`src/rtl/cpu_pkg.sv`:
```
// Shared CPU definitions: PC select encodings,
// NOP encoding and fetch FSM states.
package cpu_pkg;

  localparam logic [1:0] PC_SEL_SEQ = 2'b00;
  localparam logic [1:0] PC_SEL_BX  = 2'b01;
  localparam logic [1:0] PC_SEL_BR  = 2'b10;

  // MOV r0, r0
  localparam logic [31:0] NOP_INSTR = 32'hE1A0_0000;

  typedef enum logic [1:0] {
    F_IDLE,
    F_REQ,
    F_WAIT,
    F_FLUSH
  } fetch_state_t;

  function automatic logic [31:0] word_align(
    input logic [31:0] a
  );
    return {a[31:2], 2'b00};
  endfunction

endpackage

```
`src/rtl/fetch_wdt.sv`:
```
// Fetch timeout counter: counts cycles waiting
// for read data; expired marks the last allowed cycle.
module fetch_wdt #(
  parameter int TIMEOUT = 64
) (
  input  logic clk,
  input  logic rst,
  input  logic clr,
  input  logic en,
  output logic expired
);

  localparam int W = $clog2(TIMEOUT + 1);

  logic [W-1:0] cnt;

  // Cycle counter, clear wins over enable
  always_ff @(posedge clk or negedge rst) begin
    if (!rst) begin
      cnt <= '0;
    end else if (clr) begin
      cnt <= '0;
    end else if (en) begin
      cnt <= cnt + 1'b1;
    end
  end

  assign expired = en && !clr && (cnt == W'(TIMEOUT - 1));

endmodule

```
`src/rtl/instr_fetch.sv`:
```
// Instruction fetch unit: owns PC, single-outstanding
// imem reads, IR latch and redirect/flush handling.
module instr_fetch
  import cpu_pkg::*;
#(
  parameter logic [31:0] RESET_PC = 32'h0000_0000,
  parameter int          TIMEOUT  = 64
) (
  input  logic        clk,
  input  logic        rst,
  input  logic        ir_req,
  input  logic        pc_we,
  input  logic [1:0]  pc_sel,
  input  logic [31:0] bx_target,
  input  logic [31:0] br_target,
  output logic [31:0] IR,
  output logic        W_IR_valid,
  output logic [31:0] pc,
  output logic [31:0] pc_of_ir,
  output logic        fetch_busy,
  output logic        fetch_err,
  output logic        imem_req,
  output logic [31:0] imem_addr,
  input  logic        imem_gnt,
  input  logic        imem_rvalid,
  input  logic [31:0] imem_rdata
);

  fetch_state_t state;

  logic        redir;
  logic [31:0] tgt;
  logic [31:0] pc_inc;
  logic        wdt_clr;
  logic        wdt_en;
  logic        wdt_exp;

  assign redir = pc_we &&
    (pc_sel == PC_SEL_BX || pc_sel == PC_SEL_BR);
  assign tgt = word_align(
    (pc_sel == PC_SEL_BX) ? bx_target : br_target);
  assign pc_inc = pc + 32'd4;
  assign imem_addr = pc;

  assign wdt_clr =
    (state == F_REQ && imem_gnt) ||
    (state == F_WAIT && redir && !imem_rvalid);
  assign wdt_en =
    (state == F_WAIT || state == F_FLUSH) && !imem_rvalid;

  fetch_wdt #(
    .TIMEOUT(TIMEOUT)
  ) u_wdt (
    .clk     (clk),
    .rst     (rst),
    .clr     (wdt_clr),
    .en      (wdt_en),
    .expired (wdt_exp)
  );

  // Fetch FSM with registered outputs
  always_ff @(posedge clk or negedge rst) begin
    if (!rst) begin
      state      <= F_IDLE;
      pc         <= RESET_PC;
      IR         <= '0;
      pc_of_ir   <= '0;
      W_IR_valid <= 1'b0;
      fetch_busy <= 1'b0;
      fetch_err  <= 1'b0;
      imem_req   <= 1'b0;
    end else begin
      W_IR_valid <= 1'b0;
      unique case (state)
        F_IDLE: begin
          if (redir) begin
            pc <= tgt;
          end else if (ir_req) begin
            state      <= F_REQ;
            imem_req   <= 1'b1;
            fetch_busy <= 1'b1;
          end
        end
        F_REQ: begin
          if (redir) pc <= tgt;
          if (imem_gnt) begin
            state    <= redir ? F_FLUSH : F_WAIT;
            imem_req <= 1'b0;
          end
        end
        F_WAIT: begin
          if (redir) begin
            pc         <= tgt;
            state      <= imem_rvalid ? F_IDLE : F_FLUSH;
            fetch_busy <= !imem_rvalid;
          end else if (imem_rvalid) begin
            IR         <= imem_rdata;
            pc_of_ir   <= pc;
            pc         <= pc_inc;
            W_IR_valid <= 1'b1;
            state      <= F_IDLE;
            fetch_busy <= 1'b0;
          end else if (wdt_exp) begin
            fetch_err  <= 1'b1;
            IR         <= NOP_INSTR;
            pc_of_ir   <= pc;
            pc         <= pc_inc;
            W_IR_valid <= 1'b1;
            state      <= F_IDLE;
            fetch_busy <= 1'b0;
          end
        end
        F_FLUSH: begin
          if (redir) pc <= tgt;
          if (imem_rvalid) begin
            state      <= F_IDLE;
            fetch_busy <= 1'b0;
          end else if (wdt_exp) begin
            fetch_err  <= 1'b1;
            state      <= F_IDLE;
            fetch_busy <= 1'b0;
          end
        end
        default: state <= F_IDLE;
      endcase
    end
  end

endmodule

```
`config.mk`:
```
export PLATFORM = sky130hd
export DESIGN_NAME = instr_fetch
export DESIGN_NICKNAME = d
export VERILOG_FILES = /design/src/rtl/cpu_pkg.sv /design/src/rtl/fetch_wdt.sv /design/src/rtl/instr_fetch.sv
export SDC_FILE = /design/constraint.sdc
export NUM_CORES = 1
export LEC_CHECK = 0
export BUFFER_PORTS_ARGS = -buffer_cell sky130_fd_sc_hd__buf_2
export CORE_UTILIZATION = 45
export CTS_CLUSTER_SIZE = 30
export DETAILED_ROUTE_END_ITERATION = 6
export PLACE_DENSITY = 0.73
export SKIP_CTS_REPAIR_TIMING = 1
export SYNTH_ARGS = -nofsm -noshare
export SYNTH_HDL_FRONTEND = slang
export SYNTH_SLANG_ARGS = --single-unit
```
`constraint.sdc`:
```
create_clock -name clk -period 2.45 [get_ports clk]
set_input_delay 0.1225 -clock clk [delete_from_list [all_inputs] [get_ports clk]]
set_output_delay 0.1225 -clock clk [all_outputs]
set_load 0.02 [all_outputs]
```
Word-level counts from Yosys, hierarchy flattened --
Cells that the tools add are included.
Storage, ports and cells: flip-flop bits (word level) 109, input port bits 104, output and inout port bits 132, word-level logic and storage cells 86
Cells by class: equality and inequality tests 12, reduce and logical (&&, ||, !) cells 25, muxes and demuxes 37, $add $sub $neg 2, bitwise operators 1
Operators by type and width (number):
- $mux W32 | 9
- $pmux W32 S2 | 1
- $add A32 B3 Y32 const B | 1
- $mux W1 | 14
- $mux W2 | 7
- $mux W7 | 2
- $reduce_and A3 Y1 | 3
- $ne A2 B2 Y1 const B | 4
- $pmux W2 S4 | 1
- $reduce_bool A2 Y1 | 4
- $add A7 B1 Y7 const B | 1
- $eq A7 B6 Y1 const B | 1
- $logic_and A1 B1 Y1 | 7
- $eq A2 B2 Y1 const B | 3
- $eq A2 B1 Y1 const B | 2
- $ne A4 B3 Y1 const B | 1
- $pmux W1 S2 | 2
- $reduce_and A2 Y1 | 2
- $reduce_and A4 Y1 | 1
- $logic_or A1 B1 Y1 | 3
- $pmux W1 S3 | 1
- $reduce_bool A3 Y1 | 1
- $reduce_or A3 Y1 | 1
- $logic_not A1 Y1 | 2
- other kinds (3) | 3

Depth between registers and ports, before layout --
Gate-level depths: netlist of run 1.
depth in word-level cells 13, depth in mapped cells 10, gate-level depth less buffers 8

Modules after synthesis --
Synthesis of run 1 repeated with hierarchy kept, for this count alone.
Unflattened totals: cells, all modules 567, area total of the unflattened synthesis 5422.7 um2
By module, submodules not included:
- instr_fetch | cells each 535, times used 1, sequential area each 2452.4 um2, area an instance 5086.1 um2
- fetch_wdt | cells each 32, times used 1, sequential area each 175.2 um2, area an instance 336.6 um2

Worst setup path after synthesis of run 1 --
No wires, ideal clock.
kind register to register, start reg pc[2], in the netlist imem_addr[2], end reg pc[26], in the netlist imem_addr[26], data required time 2.373 ns, path buffers 0, cell stages (with the launch flop) 7, slack 0.535 ns, arrival 1.837 ns, setup time 0.077 ns, clock period less this slack 1.915 ns, cell sequence dfrtp_1 > ha_1 > nand4_1 > nor4_4 > and2_2 > nand4_1 > a21oi_1
On the way: word-level cells in the longest chain between the ends 5
Ends and longest elaborated chain:
- start, declared | line instr_fetch.sv:18 | output logic [31:0] pc,
- start signal, assigned | line instr_fetch.sv:77 | pc <= tgt;
- start signal, assigned | line instr_fetch.sv:85 | if (redir) pc <= tgt;
- start signal, assigned | line instr_fetch.sv:93 | pc <= tgt;
- $add A32 B3 Y32 (*) | line instr_fetch.sv:42 | assign pc_inc = pc + 32'd4;
- $mux W32 | line instr_fetch.sv:103 | end else if (wdt_exp) begin
- $mux W32 (*) | line instr_fetch.sv:96 | end else if (imem_rvalid) begin
- $mux W32 (*) | line instr_fetch.sv:92 | if (redir) begin
- $pmux W32 S2 (*) | line instr_fetch.sv:74 | unique case (state)
Every way passes the cells marked *; elsewhere a longest branch is shown, timed or not. The select of a mux whose other input is x is not followed. A chain may end at the register's enable or synchronous reset.

Worst setup path after layout of run 1 --
Ends and elaborated chain as after synthesis.

==> results by stage, run 1 <==
Critical path:
- The number of buffer and inverter stages on the critical path is 0.
- The beginning of the worst register-to-register path is imem_addr[2].
- The largest fanout of any net on the critical path is 9.
- The data required time of the critical path is 2.73 ns.
- The setup check on the worst reg-to-reg path leaves a slack of 0.29 ns.
- The worst setup path is launched from a flip-flop.
- The worst setup path is captured at a flip-flop.
- The critical register-to-register path endpoint is imem_addr[26].
- The largest single stage delay on the critical path is 0.55 ns.
- The critical path is of the reg -> reg type.
- The length in cells of the worst reg-to-reg path is 6.
- The family with the most delay on the worst path is simple AND/OR/NAND/NOR gates.
- On the critical path, the stage with the largest delay is an instance of nor4_4.
- The critical path goes through ha_1, nand4_1, nor4_4, and2_2, nand4_1, a21oi_1.
- Among the stages of the critical path, the cell type that occurs most often is nand4_1.
- For the worst setup path, the data arrival time is 2.44 ns.

Synthesis:
- The register bit count reported by yosys is 105.
- The cell area after synthesis is 5430 sq um.
- In the synthesized netlist, the number of instances is 571.
- Yosys mapped the design onto 56 distinct sky130hd cell types.
- The synthesized design contains 0 enable-type register cells.
- The per-instance average area after synthesis is 9.51 sq um.
- During synthesis, Yosys emitted a total of 0 warnings.
- The most used flip-flop cell after synthesis is dfrtp_1.
- For this run, the register share of the synthesized area comes to 0.484.
- Of all flip-flops after synthesis, the portion carrying an async set or reset was 1.00.

Clock tree:
- The tree is rooted in a clkbuf_16.
- The tree built by TritonCTS fans out to 105 sinks.
- The number of buffers created by CTS is 9.
- After clock tree synthesis, the clock-pin slew on the worst setup and hold paths is 0.07 ns.
- The clock insertion delay at the later pin of the skew report is 0.36 ns.
- The number of H-tree levels is 3.
- The clock passes through at most 2 buffers.
- The TritonCTS clock tree is yes.

Final layout:
- The utilization of the core after routing is 0.600.
- The layout overhead on the synthesized area is 27.8%.
- After routing the design area is 6940 sq um.
- The number of inserted diodes is 0.
- The final layout contains 879 nets.
- The share of post-route cells with drive strength above 1 is 0.356.

Global routing:
- The first global-routing pass estimated 23800 microns of wire.
- The initial antenna violation count is 0.
- The total congestion overflow after global routing is 0.
- Entering global routing, the biggest net connects 61 pins.
- The via count of the first global-routing pass is 4806.
- Across every metal layer, demand over resource in global routing totals 0.245.

STA:
- Static timing analysis puts the maximum clock frequency at 0.463 GHz.
- The number of setup violations in the final report is 0.
- The clock arrives with 0.00793 ns of skew.
- The final-report max-slew violation count was 0.
- Across all hold checks on the routed design, the worst slack comes to -0.0121 ns.
- Setup total negative slack on the finished layout was measured at 0 ns.
- The smallest clock period supported by the final layout is computed as 2.16 ns.
- Setup repair after global routing left no endpoint under its margin.
- Headroom to the max-slew limit came out at 0.311.
- The count of final hold-check violations is 7.
- Dividing the final minimum period by the clock period gives 0.882.
- Once routing completed, OpenROAD measured the worst setup slack at 0.289 ns.
- For the pin with the worst max-slew slack, the measured transition is 1.03 ns.

Placement:
- The congestion estimate from routability-driven global placement came to 0.829.
- The half-perimeter wire length after placement is 11000 microns.
- Prior to clock tree synthesis, the placed netlist has a worst setup slack of 0.328 ns.
- The count of buffers from port buffering is 225.
- Once placement finished, the instance area stood at 6470 sq um.

Worst hold path:
- The worst hold path passes through 2 cells.
- The worst hold path begins at imem_rdata[8].
- The tightest min-delay check is of the in -> reg type.
- For hold timing, the worst endpoint is IR[8].

Power and ir drop:
- The static leakage is 0.00347 uW.
- The worst-case IR drop observed on VDD is 0.000626 V.
- The areal power density over the cells is 1260 nW/um^2.

Die:
- In this run the count of I/O pins placed on the die edge is 236.
- The area of the placeable core is 11600 sq um.
- Measured along the y axis, the die boundary spans 112 microns.
- The width of the die is 112 microns.
- In this run the core area contains 39 standard-cell rows.
- For this configuration, the core starts out at a cell density of 0.469.
- The die covers 12500 sq um.

Routing:
- The final routed DRC violation total is 20.
- The via density per instance is 5.50.
- The routed design has 15300 microns of wire.
- The remaining antenna violation count is 0.
- The pre-antenna-repair detailed-routing pass consisted of 7 iterations.
- For this block, the via count after detailed routing is 5062.
- For this block, the initial DRC count from the detailed router was 317.
- In the final routed layout, each cell accounts on average for 16.6 microns.

Outcome:
- The flow ran to the end, but the final reports show violations.
- The final reports fail on DRC, hold timing.

Flow run:
- The max capacitance violation total is 0.
-- worst reg2reg max path, delay by kind of cell, from the launching register on --
kind                     cells  cell delay (ns)
AND/OR/NAND/NOR              4             1.15
flip-flops                   1             0.50
adder cells (fa/ha/maj)      1             0.28
AO/OA/AOI/OAI                1             0.16
-- cells by family (layout without fill, tap and decap cells) --
group / after synthesis / in the layout / share of synthesized area
buf+inv: 79 / 280 / 0.0860
fa+ha+maj: 3 / 3 / 0.00692
xor+xnor: 6 / 6 / 0.00968
simple gates: 208 / 208 / 0.182
compound gates: 143 / 143 / 0.181
flops: 105 / 105 / 0.484
mux: 26 / 26 / 0.0498
other cells: 1 / 6 / 0.000691
-- final cells by class --
class                           instances  area [sq um]
Clock buffer                           12           256
Sequential cell                       105          2630
Tap cell                              143           179
Multi-Input combinational cell        392          2350
Timing Repair Buffer                  255          1410
Clock inverter                          4          73.8
Fill cell                             983          4630
Inverter                                9          33.8
-- registers in the layout (all words and copies together) (netlist names) --
| name | count |
|---|---|
| IR | 32 |
| W_IR_valid | 1 |
| fetch_busy | 1 |
| fetch_err | 1 |
| imem_addr | 30 |
| imem_req | 1 |
| pc_of_ir | 30 |
| state | 2 |
| u_wdt.cnt | 7 |
-- metal layers --
layer	up-vias	wire, microns	GRT usage	share of wire
met1	2430	6400	0.300	0.42
met5	-	0	0	0
met2	215	7530	0.419	0.49
li1	2390	-	-	-
met3	27	916	0.0397	0.060
met4	0	430	0.127	0.028
-- through the flow --
step / hold WS [ns] / std cells / power (uW)
2_1_floorplan: -0.173 / 576 / 5930
5_1_grt: 0.00275 / 920 / 9290
3_3_place_gp: 0.149 / 890 / 7050
6_report: -0.0121 / 920 / 8770
4_1_cts: -0.222 / 906 / 8780
3_5_place_dp: 0.157 / 890 / 7170
-- power by group --
part	switching [uW]	internal (uW)	total (uW)	leakage, uW
logic	2520	1430	3950	0.00202
registers	759	2460	3220	0.00128
clock network	648	954	1600	0.000163
-- Yosys cell counts (5+ instances only) --
master,instances,area (sq um)
clkbuf_1,11,41.3
o31ai_1,5,37.5
xor2_1,5,43.8
o22ai_1,6,37.5
and3_1,5,31.3
nor2_1,25,93.8
nand3_1,15,75.1
o22a_1,12,105
nor2b_1,7,43.8
o21ai_0,22,110
buf_4,39,293
a22o_1,26,228
inv_1,8,30.0
buf_2,17,85.1
mux2_2,8,90.1
a21oi_1,40,200
mux2i_1,18,180
nand4_1,11,68.8
dfrtp_1,105,2630
nand2_1,117,439
a211oi_1,6,45.0
nor3_1,6,30.0
-- layout by cell type (no fill, tap or decap), types with 3 or more instances in the layout --
cell           count
buf_4             15
inv_1              8
buf_2            224
a22oi_1            4
a21oi_1           40
nand2b_1           3
o21ai_0           22
nor4_1             4
nand3_1           15
o22a_1            12
dfrtp_1          105
nand4_1           11
o22ai_1            6
a211oi_1           6
a311oi_1           3
mux2_2             8
mux2i_1           18
nand2_1          117
and3_1             5
dlygate4sd3_1     14
a22o_1            26
nor3_1             6
a31oi_1            4
o31ai_1            5
nor2b_1            7
conb_1             6
nor2_1            25
xor2_1             5
a2bb2oi_1          3
clkbuf_16          9
-- worst max-delay path by stage --
| stage | from | to | slack, ns | cells past startpoint |
|---|---|---|---|---|
| 6_report | imem_addr[2] | imem_addr[26] | 0.29 | 6 |
| 3_3_place_gp | imem_addr[2] | imem_addr[26] | 0.37 | 6 |
| 2_1_floorplan | imem_addr[2] | imem_addr[26] | 0.54 | 6 |
| 5_1_grt | imem_addr[2] | imem_addr[26] | 0.13 | 6 |
| 4_1_cts | imem_addr[2] | imem_addr[26] | 0.29 | 6 |
| 3_5_place_dp | imem_addr[2] | imem_addr[26] | 0.33 | 6 |
No activity file was read; power rests on OpenSTA's default activity.
==> run 2, diff against run 1 <==
- RECOVER_POWER: default -> 100
==> results by stage, run 2 (synthesized netlist as in run 1, its figures left out) <==
Outcome:
- The flow ran to the end, but the final reports show violations.
- The final reports fail on DRC, hold timing.

Final layout:
- Counting flops per register, the top entry is IR.
- In the layout the commonest cells are 130 x clkbuf_1, 117 x nand2_1, 105 x dfrtp_1.
- From synthesis to final layout, the design area changed by 24.4%.
- The most common cell after layout, fill and taps aside is clkbuf_1.
- The utilization of the core after routing was 0.584 (-0.0161).
- The flip-flop count of the largest register after layout is 32 (unchanged).
- The final non-filler cell total is 920 (unchanged).
- The share of post-route cells with drive strength above 1 is 0.187 (-0.170).
- The number of inserted diodes came to 0 (unchanged).
- The number of nets in the final layout is 879 (unchanged).

Power and ir drop:
- The static leakage is 0.00308 uW (-11%).
- The clock share of power came to 0.188 (+0.005).
- The net switching power is 3960 uW (+0.85%).
- The combinational share of power is 0.432 (-0.018).
- The areal power density over the cells is 1260 nW/um^2 (about the same).
- The overall power after layout came to 8540 uW (-2.6%).
- The internal power summed over all cells came to 4580 uW (-5.5%).
- The maximum VDD drop is 0.000601 V (-4.0%).
- The net switching share of the total power was 0.464 (+0.0161).
- The part of the power in registers is 0.381 (+0.014).

Clock tree:
- The clock insertion delay at the later pin of the skew report is 0.36 ns (about the same).
- The maximum buffer depth of the clock tree came to 2 (unchanged).
- The number of H-tree levels came to 3 (unchanged).
- CTS placed an instance of clkbuf_16 at the clock tree root.
- The clock transition at the registers of the reported paths came to 0.07 ns (about the same).
- The total clock sinks is 105 (unchanged).
- TritonCTS built the clock tree.
- The number of buffers created by CTS is 9 (unchanged).

Routing:
- The final routed DRC violation total is 21 (+5.0%).
- The via density per instance is 5.47 (-0.63%).
- The uppermost metal layer occupied by signal nets is met4.
- The DRC violation total after the first TritonRoute iteration is 365 (+15%).
- The vias after detailed routing is 5030 (-0.63%).
- The number of detailed-routing iterations run before antenna repair is 7 (unchanged).
- The remaining antenna violation count came to 0 (unchanged).
- The amount of wire on met3 after detailed routing is 999 microns (+9.1%).
- The routed wire length on met2 came to 7500 microns (-0.36%).
- The sum of routed wire segments on met1 is 6400 microns (about the same).
- The average routed wire per standard cell was 16.7 microns (+0.37%).
- The wire length after detailed routing is 15300 microns (+0.37%).

Critical path:
- STA classifies the critical path startpoint as a flip-flop.
- The signal on the critical path passes through ha_1, and4b_1, a21oi_1, o21ai_1, clkbuf_2, o21ai_0, o2bb2ai_1.
- The number of buffer and inverter stages on the critical path came to 1 (+1).
- The cell family contributing the most delay on the critical path is compound AO/OA/AOI/OAI gates.
- The data required time of the critical path was 2.70 ns (-0.03 ns).
- The delay of the slowest cell on the worst path came to 0.48 ns (-0.07 ns).
- The arrival time of data at the critical path endpoint is 2.49 ns (+0.05 ns).
- The largest fanout of any net on the critical path was 13 (+4).
- STA classifies the critical path endpoint as a flip-flop.
- The cell with the largest stage delay on the worst path is o21ai_1.
- The critical path is of the reg -> reg type.

Worst hold path:
- The tightest min-delay check is of the in -> reg type.

Placement:
- The half-perimeter wire length after placement is 11000 microns (unchanged).
- The cell total after placement is 890 (unchanged).
- The final RePlAce weighted congestion is 0.829 (unchanged).
- The count of buffers from port buffering is 225 (unchanged).

STA:
- The post-route setup TNS is 0 ns (unchanged).
- Setup repair after global routing left no endpoint under its margin.
- The worst max-slew margin expressed relative to the limit is 0.251 (-0.0598).
- The smallest hold slack is -0.0129 ns (-0.000792 ns).
- The final-report max-slew violation count is 0 (unchanged).
- The count of final hold-check violations is 8 (+1).
- The shortest clock period the worst path allows after layout was 2.24 ns (+0.0843 ns).
- The number of setup violations in the final report is 0 (unchanged).
- The timing-limited maximum frequency is 0.445 GHz (-3.8%).
- The slew at the pin closest to its max-slew limit came to 1.12 ns (+0.0897 ns).
- The fraction of the cycle the final worst path needs is 0.916 (+0.0344).
- The clock tree skew after final layout is 0.00818 ns (+0.000251 ns).

Die:
- The number of primary I/O pins came to 236 (unchanged).
- The area of the placeable core is 11600 sq um (unchanged).
- The width of the die is 112 microns (unchanged).
- The effective utilization at floorplan came to 0.469 (unchanged).
- The full die area was 12500 sq um (unchanged).
- The y dimension of the die came to 112 microns (unchanged).
- The site row count was 39 (unchanged).

Flow run:
- The max capacitance violation total was 0 (unchanged).

Global routing:
- The total congestion overflow after global routing came to 0 (unchanged).
- The first-pass GRT wire length is 23800 microns (unchanged).
- The total routing usage reported by global routing is 0.245 (unchanged).
- The via count of the first global-routing pass is 4806 (unchanged).
- The largest net degree at the start of global routing is 61 (unchanged).
- The initial antenna violation count was 0 (unchanged).
==> run 2: cell count changes in the layout (fill, tap and decap cells not counted), moves of 4 or more <==
cell      change
clkbuf_1    +129
buf_2       -126
buf_4         -7
clkbuf_2      +4
==> run 2: area by class of cell <==
class	count	area, sq um
timing repair buffer	255	1230
multi-input combinational	392	2350
sequential	105	2630
fill	1055	4810
clock buffer	12	256
tap	143	179
clock inverter	4	73.8
inverter	9	33.8
==> run 2: worst register-to-register path: stages (launching register included) <==
cell	delay [ns]
dfrtp_1	0.38
ha_1	0.19
and4b_1	0.28
a21oi_1	0.13
o21ai_1	0.48
clkbuf_2	0.38
o21ai_0	0.14
o2bb2ai_1	0.15
==> run 2: path summary, 6_finish.rpt <==
check	depth (start not counted)	from	slack, ns	end
setup / recovery	7	u_wdt.cnt[0]	0.21	imem_addr[15]
hold / removal	2	imem_rdata[8]	-0.01	IR[8]
setup reg to reg	7	u_wdt.cnt[0]	0.21	imem_addr[15]
hold reg to reg	2	pc_of_ir[25]	0.48	pc_of_ir[25]
max in group asynchronous	3	rst	0.99	IR[2]
min in group asynchronous	2	rst	0.53	pc_of_ir[19]
==> run 2: power groups by stage <==
stage / logic (uW) / registers (uW) / clock network [uW]
global placement: 3860 / 3190 / 0
floorplan: 2010 / 3920 / 0
global route: 3990 / 3370 / 1700
finish: 3690 / 3250 / 1600
detailed placement: 3930 / 3240 / 0
CTS: 3950 / 3220 / 1620
==> run 2: layer usage <==
layer,up-vias,GRT usage
li1,2388,-
met1,2400,0.300
met2,215,0.419
met3,27,0.0397
met4,0,0.127
met5,-,0
==> run 2: through the flow <==
| step | area [sq um] | setup slack (ns) |
|---|---|---|
| floorplan | 5450 | 0.535 |
| global placement | 6470 | 0.366 |
| detailed placement | 6470 | 0.328 |
| CTS | 6800 | 0.285 |
| global route | 6750 | 0.0807 |
| finish | 6750 | 0.205 |
==> run 3, diff against run 2 <==
- CAP_MARGIN: default -> 40
- SKIP_LAST_GASP: default -> 1
- SYNTH_HIERARCHICAL: default -> 1
==> results by stage, run 3 <==
STA:
- The worst max-slew margin expressed relative to the limit came to 0.172 (-0.0790).
- Setup repair after global routing left no endpoint under its margin.
- The smallest hold slack was -0.00503 ns (+0.00782 ns).
- The clock tree skew after final layout was 0.00908 ns (+0.000902 ns).
- The post-route setup TNS came to 0 ns (unchanged).
- The slew at the pin closest to its max-slew limit is 1.24 ns (+0.118 ns).
- The timing-limited maximum frequency is 0.440 GHz (-1.2%).
- The final-report max-slew violation count is 0 (unchanged).
- The shortest clock period the worst path allows after layout was 2.27 ns (+0.0273 ns).
- The fraction of the cycle the final worst path needs is 0.927 (+0.0111).
- The count of final hold-check violations is 1 (-7).
- The number of setup violations in the final report is 0 (unchanged).

Critical path:
- The length in cells of the worst reg-to-reg path is 6 (-1).
- The arrival time of data at the critical path endpoint was 2.53 ns (+0.04 ns).
- The largest fanout of any net on the critical path is 9 (-4).
- The data required time of the critical path came to 2.70 ns (about the same).
- The startpoint-to-endpoint class of the critical path is reg -> reg.
- STA classifies the critical path endpoint as a flip-flop.
- The element type at the critical path start is a flip-flop.

Routing:
- The number of detailed-routing iterations run before antenna repair was 7 (unchanged).
- The DRC violation total after the first TritonRoute iteration is 402 (+10%).
- The remaining antenna violation count was 0 (unchanged).
- The via density per instance is 5.55 (+1.4%).
- The vias after detailed routing is 5152 (+2.4%).
- The final routed DRC violation total is 17 (-19%).
- The average routed wire per standard cell is 16.6 microns (-0.36%).
- The wire length after detailed routing came to 15400 microns (+0.62%).

Power and ir drop:
- The areal power density over the cells is 1200 nW/um^2 (-5.0%).
- The maximum VDD drop came to 0.000470 V (-22%).
- The static leakage is 0.00313 uW (+1.4%).

Clock tree:
- The number of buffers created by CTS came to 9 (unchanged).
- The clock transition at the registers of the reported paths was 0.07 ns (about the same).
- TritonCTS built the clock tree.
- The clock insertion delay at the later pin of the skew report is 0.35 ns (about the same).
- The number of H-tree levels was 3 (unchanged).
- The maximum buffer depth of the clock tree is 2 (unchanged).
- The total clock sinks is 105 (unchanged).
- The CTS root buffer is clkbuf_16.

Final layout:
- Compared with the post-synthesis result, the final layout area differs by 26.9%.
- The number of inserted diodes is 0 (unchanged).
- The number of nets in the final layout is 888 (+1.0%).
- In the layout the commonest cells are 130 x clkbuf_1, 119 x nand2_1, 105 x dfrtp_1.
- The register ranked first by flip-flop count is IR.
- The most common cell after layout, fill and taps aside is clkbuf_1.
- The flip-flop count of the largest register after layout came to 32 (unchanged).
- The final non-filler cell total is 929 (+0.98%).
- The share of post-route cells with drive strength above 1 was 0.215 (+0.0284).

Synthesis:
- The commonest cells after synthesis are 120 x nand2_1, 105 x dfrtp_1, 39 x buf_4.
- The number of distinct standard cells referenced by the synthesized netlist is 61 (+8.9%).
- By instance count, the leading cell after synthesis is nand2_1.
- The number of enable-type register cells in the synthesized netlist came to 0 (unchanged).
- The warning count from the yosys run is 6 (+6).
- The per-instance average area after synthesis came to 9.56 sq um (+0.61%).
- The register bit count reported by yosys came to 105 (unchanged).
- By area the synthesized netlist is led by dfrtp_1 48%, nand2_1 8.3%, buf_4 5.4%, a22o_1 4.2%, a21oi_1 2.6%.
- The top cell type's share of synthesized area was 0.485 (about the same).
- The flip-flop cell with the highest count after synthesis is dfrtp_1.
- The biggest area contributor in the post-synthesis netlist is dfrtp_1.
- The synthesized instance count was 567 (-0.70%).
- The cell area after synthesis is 5420 sq um (about the same).
- The sequential cell area fraction in the yosys report was 0.485 (about the same).
- The proportion of register bits with asynchronous set or reset after synthesis was 1.00 (unchanged).

Global routing:
- The total routing usage reported by global routing is 0.247 (+0.00121).
- The initial antenna violation count is 0 (unchanged).
- The first-pass GRT wire length is 24200 microns (+1.6%).
- The via count of the first global-routing pass came to 4812 (+0.12%).
- The total congestion overflow after global routing is 0 (unchanged).
- The met1 global-route usage is 0.313 (+0.0133).
- The global routing stage identified its most utilized layer as met2.
- The global routing met2 resource utilization is 0.426 (+0.00704).
- The largest net degree at the start of global routing is 60 (-1.6%).
- The global-route met3 utilization is 0.0414 (+0.00163).

Placement:
- The count of buffers from port buffering is 225 (unchanged).
- The final RePlAce weighted congestion is 0.855 (+3.1%).
- The half-perimeter wire length after placement came to 11000 microns (+0.29%).
- The cell total after placement is 895 (+0.56%).

Die:
- The full die area is 12500 sq um (about the same).
- The width of the die is 112 microns (about the same).
- The y dimension of the die is 112 microns (about the same).
- The area of the placeable core is 11600 sq um (unchanged).
- The number of primary I/O pins is 236 (unchanged).
- The effective utilization at floorplan was 0.469 (about the same).
- The site row count is 39 (unchanged).

Worst hold path:
- The kind of path behind the tightest hold check is in -> reg.
- The number of cells on the worst hold path came to 2 (unchanged).

Flow run:
- The max capacitance violation total was 0 (unchanged).

Outcome:
- The flow ran to the end, but the final reports show violations.
- The checks that failed: DRC, hold timing.
run 3: cell types whose count changed after synthesis, moves of 4 or more:
cell	previous run	this run
nor3_1	6	14
o22a_1	12	7
nand3_1	15	9
buf_2	17	11
buf_1	1	5
clkbuf_1	11	16
mux2i_1	18	10
a21oi_1	40	28
o21ai_1	1	8
nor2b_1	7	16
a311oi_1	3	7
o21ai_0	22	11
a211oi_1	6	13
run 3: critical path, stage by stage (launching register included):
cell      delay, ns
dfrtp_1        0.36
ha_1           0.22
nand4_1        0.18
or4_1          0.77
nor3_4         0.27
a211oi_1       0.12
a311oi_2       0.25
run 3: per-stage QoR:
step / setup slack [ns] / util / area (sq um) / total power [uW]
after global routing: 0.0106 / 0.595 / 6880 / 8790
after CTS: 0.110 / 0.594 / 6870 / 8490
after global placement: 0.227 / 0.568 / 6560 / 6960
after floorplan: 0.0811 / - / 5460 / 5810
after detailed placement: 0.150 / 0.569 / 6580 / 7090
final: 0.178 / 0.595 / 6880 / 8270
run 3: final cells by class:
class	count	area (sq um)
clock buffers	10	239
flip-flops and latches	105	2630
well taps	143	179
fillers	1095	4680
repair buffers	270	1380
multi-input cells	389	2390
inverters	6	25.0
clock inverters	6	50.0
run 3: report_power, final:
group / switching [uW] / total (uW) / internal, uW
Sequential: 703 / 3160 / 2460
Clock: 661 / 1390 / 728
Combinational: 2490 / 3720 / 1230
run 3: kinds of logic (layout without fill, tap and decap cells):
logic type      count (synthesis)  after routing  share of synthesized area
buf+inv                        78            292                     0.0849
simple gates                  222            222                      0.199
other cells                     1              6                   0.000692
mux                            22             22                     0.0434
flops                         105            105                      0.485
xor+xnor                        8              8                     0.0129
compound gates                128            128                      0.168
fa+ha+maj                       3              3                    0.00692
run 3: metal layers:
metal,vias up,share of wire
met4,0,0.017
met5,-,0
met1,2509,0.42
met3,26,0.061
met2,209,0.50
li1,2408,-
run 3: path summary, 6_finish.rpt:
check / start / slack [ns] / endpoint
setup reg to reg: imem_addr[3] / 0.18 / imem_addr[28]
max in group asynchronous: rst / 0.96 / IR[12]
setup / recovery: imem_addr[3] / 0.18 / imem_addr[28]
hold / removal: imem_rdata[22] / -0.005 / IR[22]
hold reg to reg: pc_of_ir[20] / 0.48 / pc_of_ir[20]
min in group asynchronous: rst / 0.57 / pc_of_ir[31]
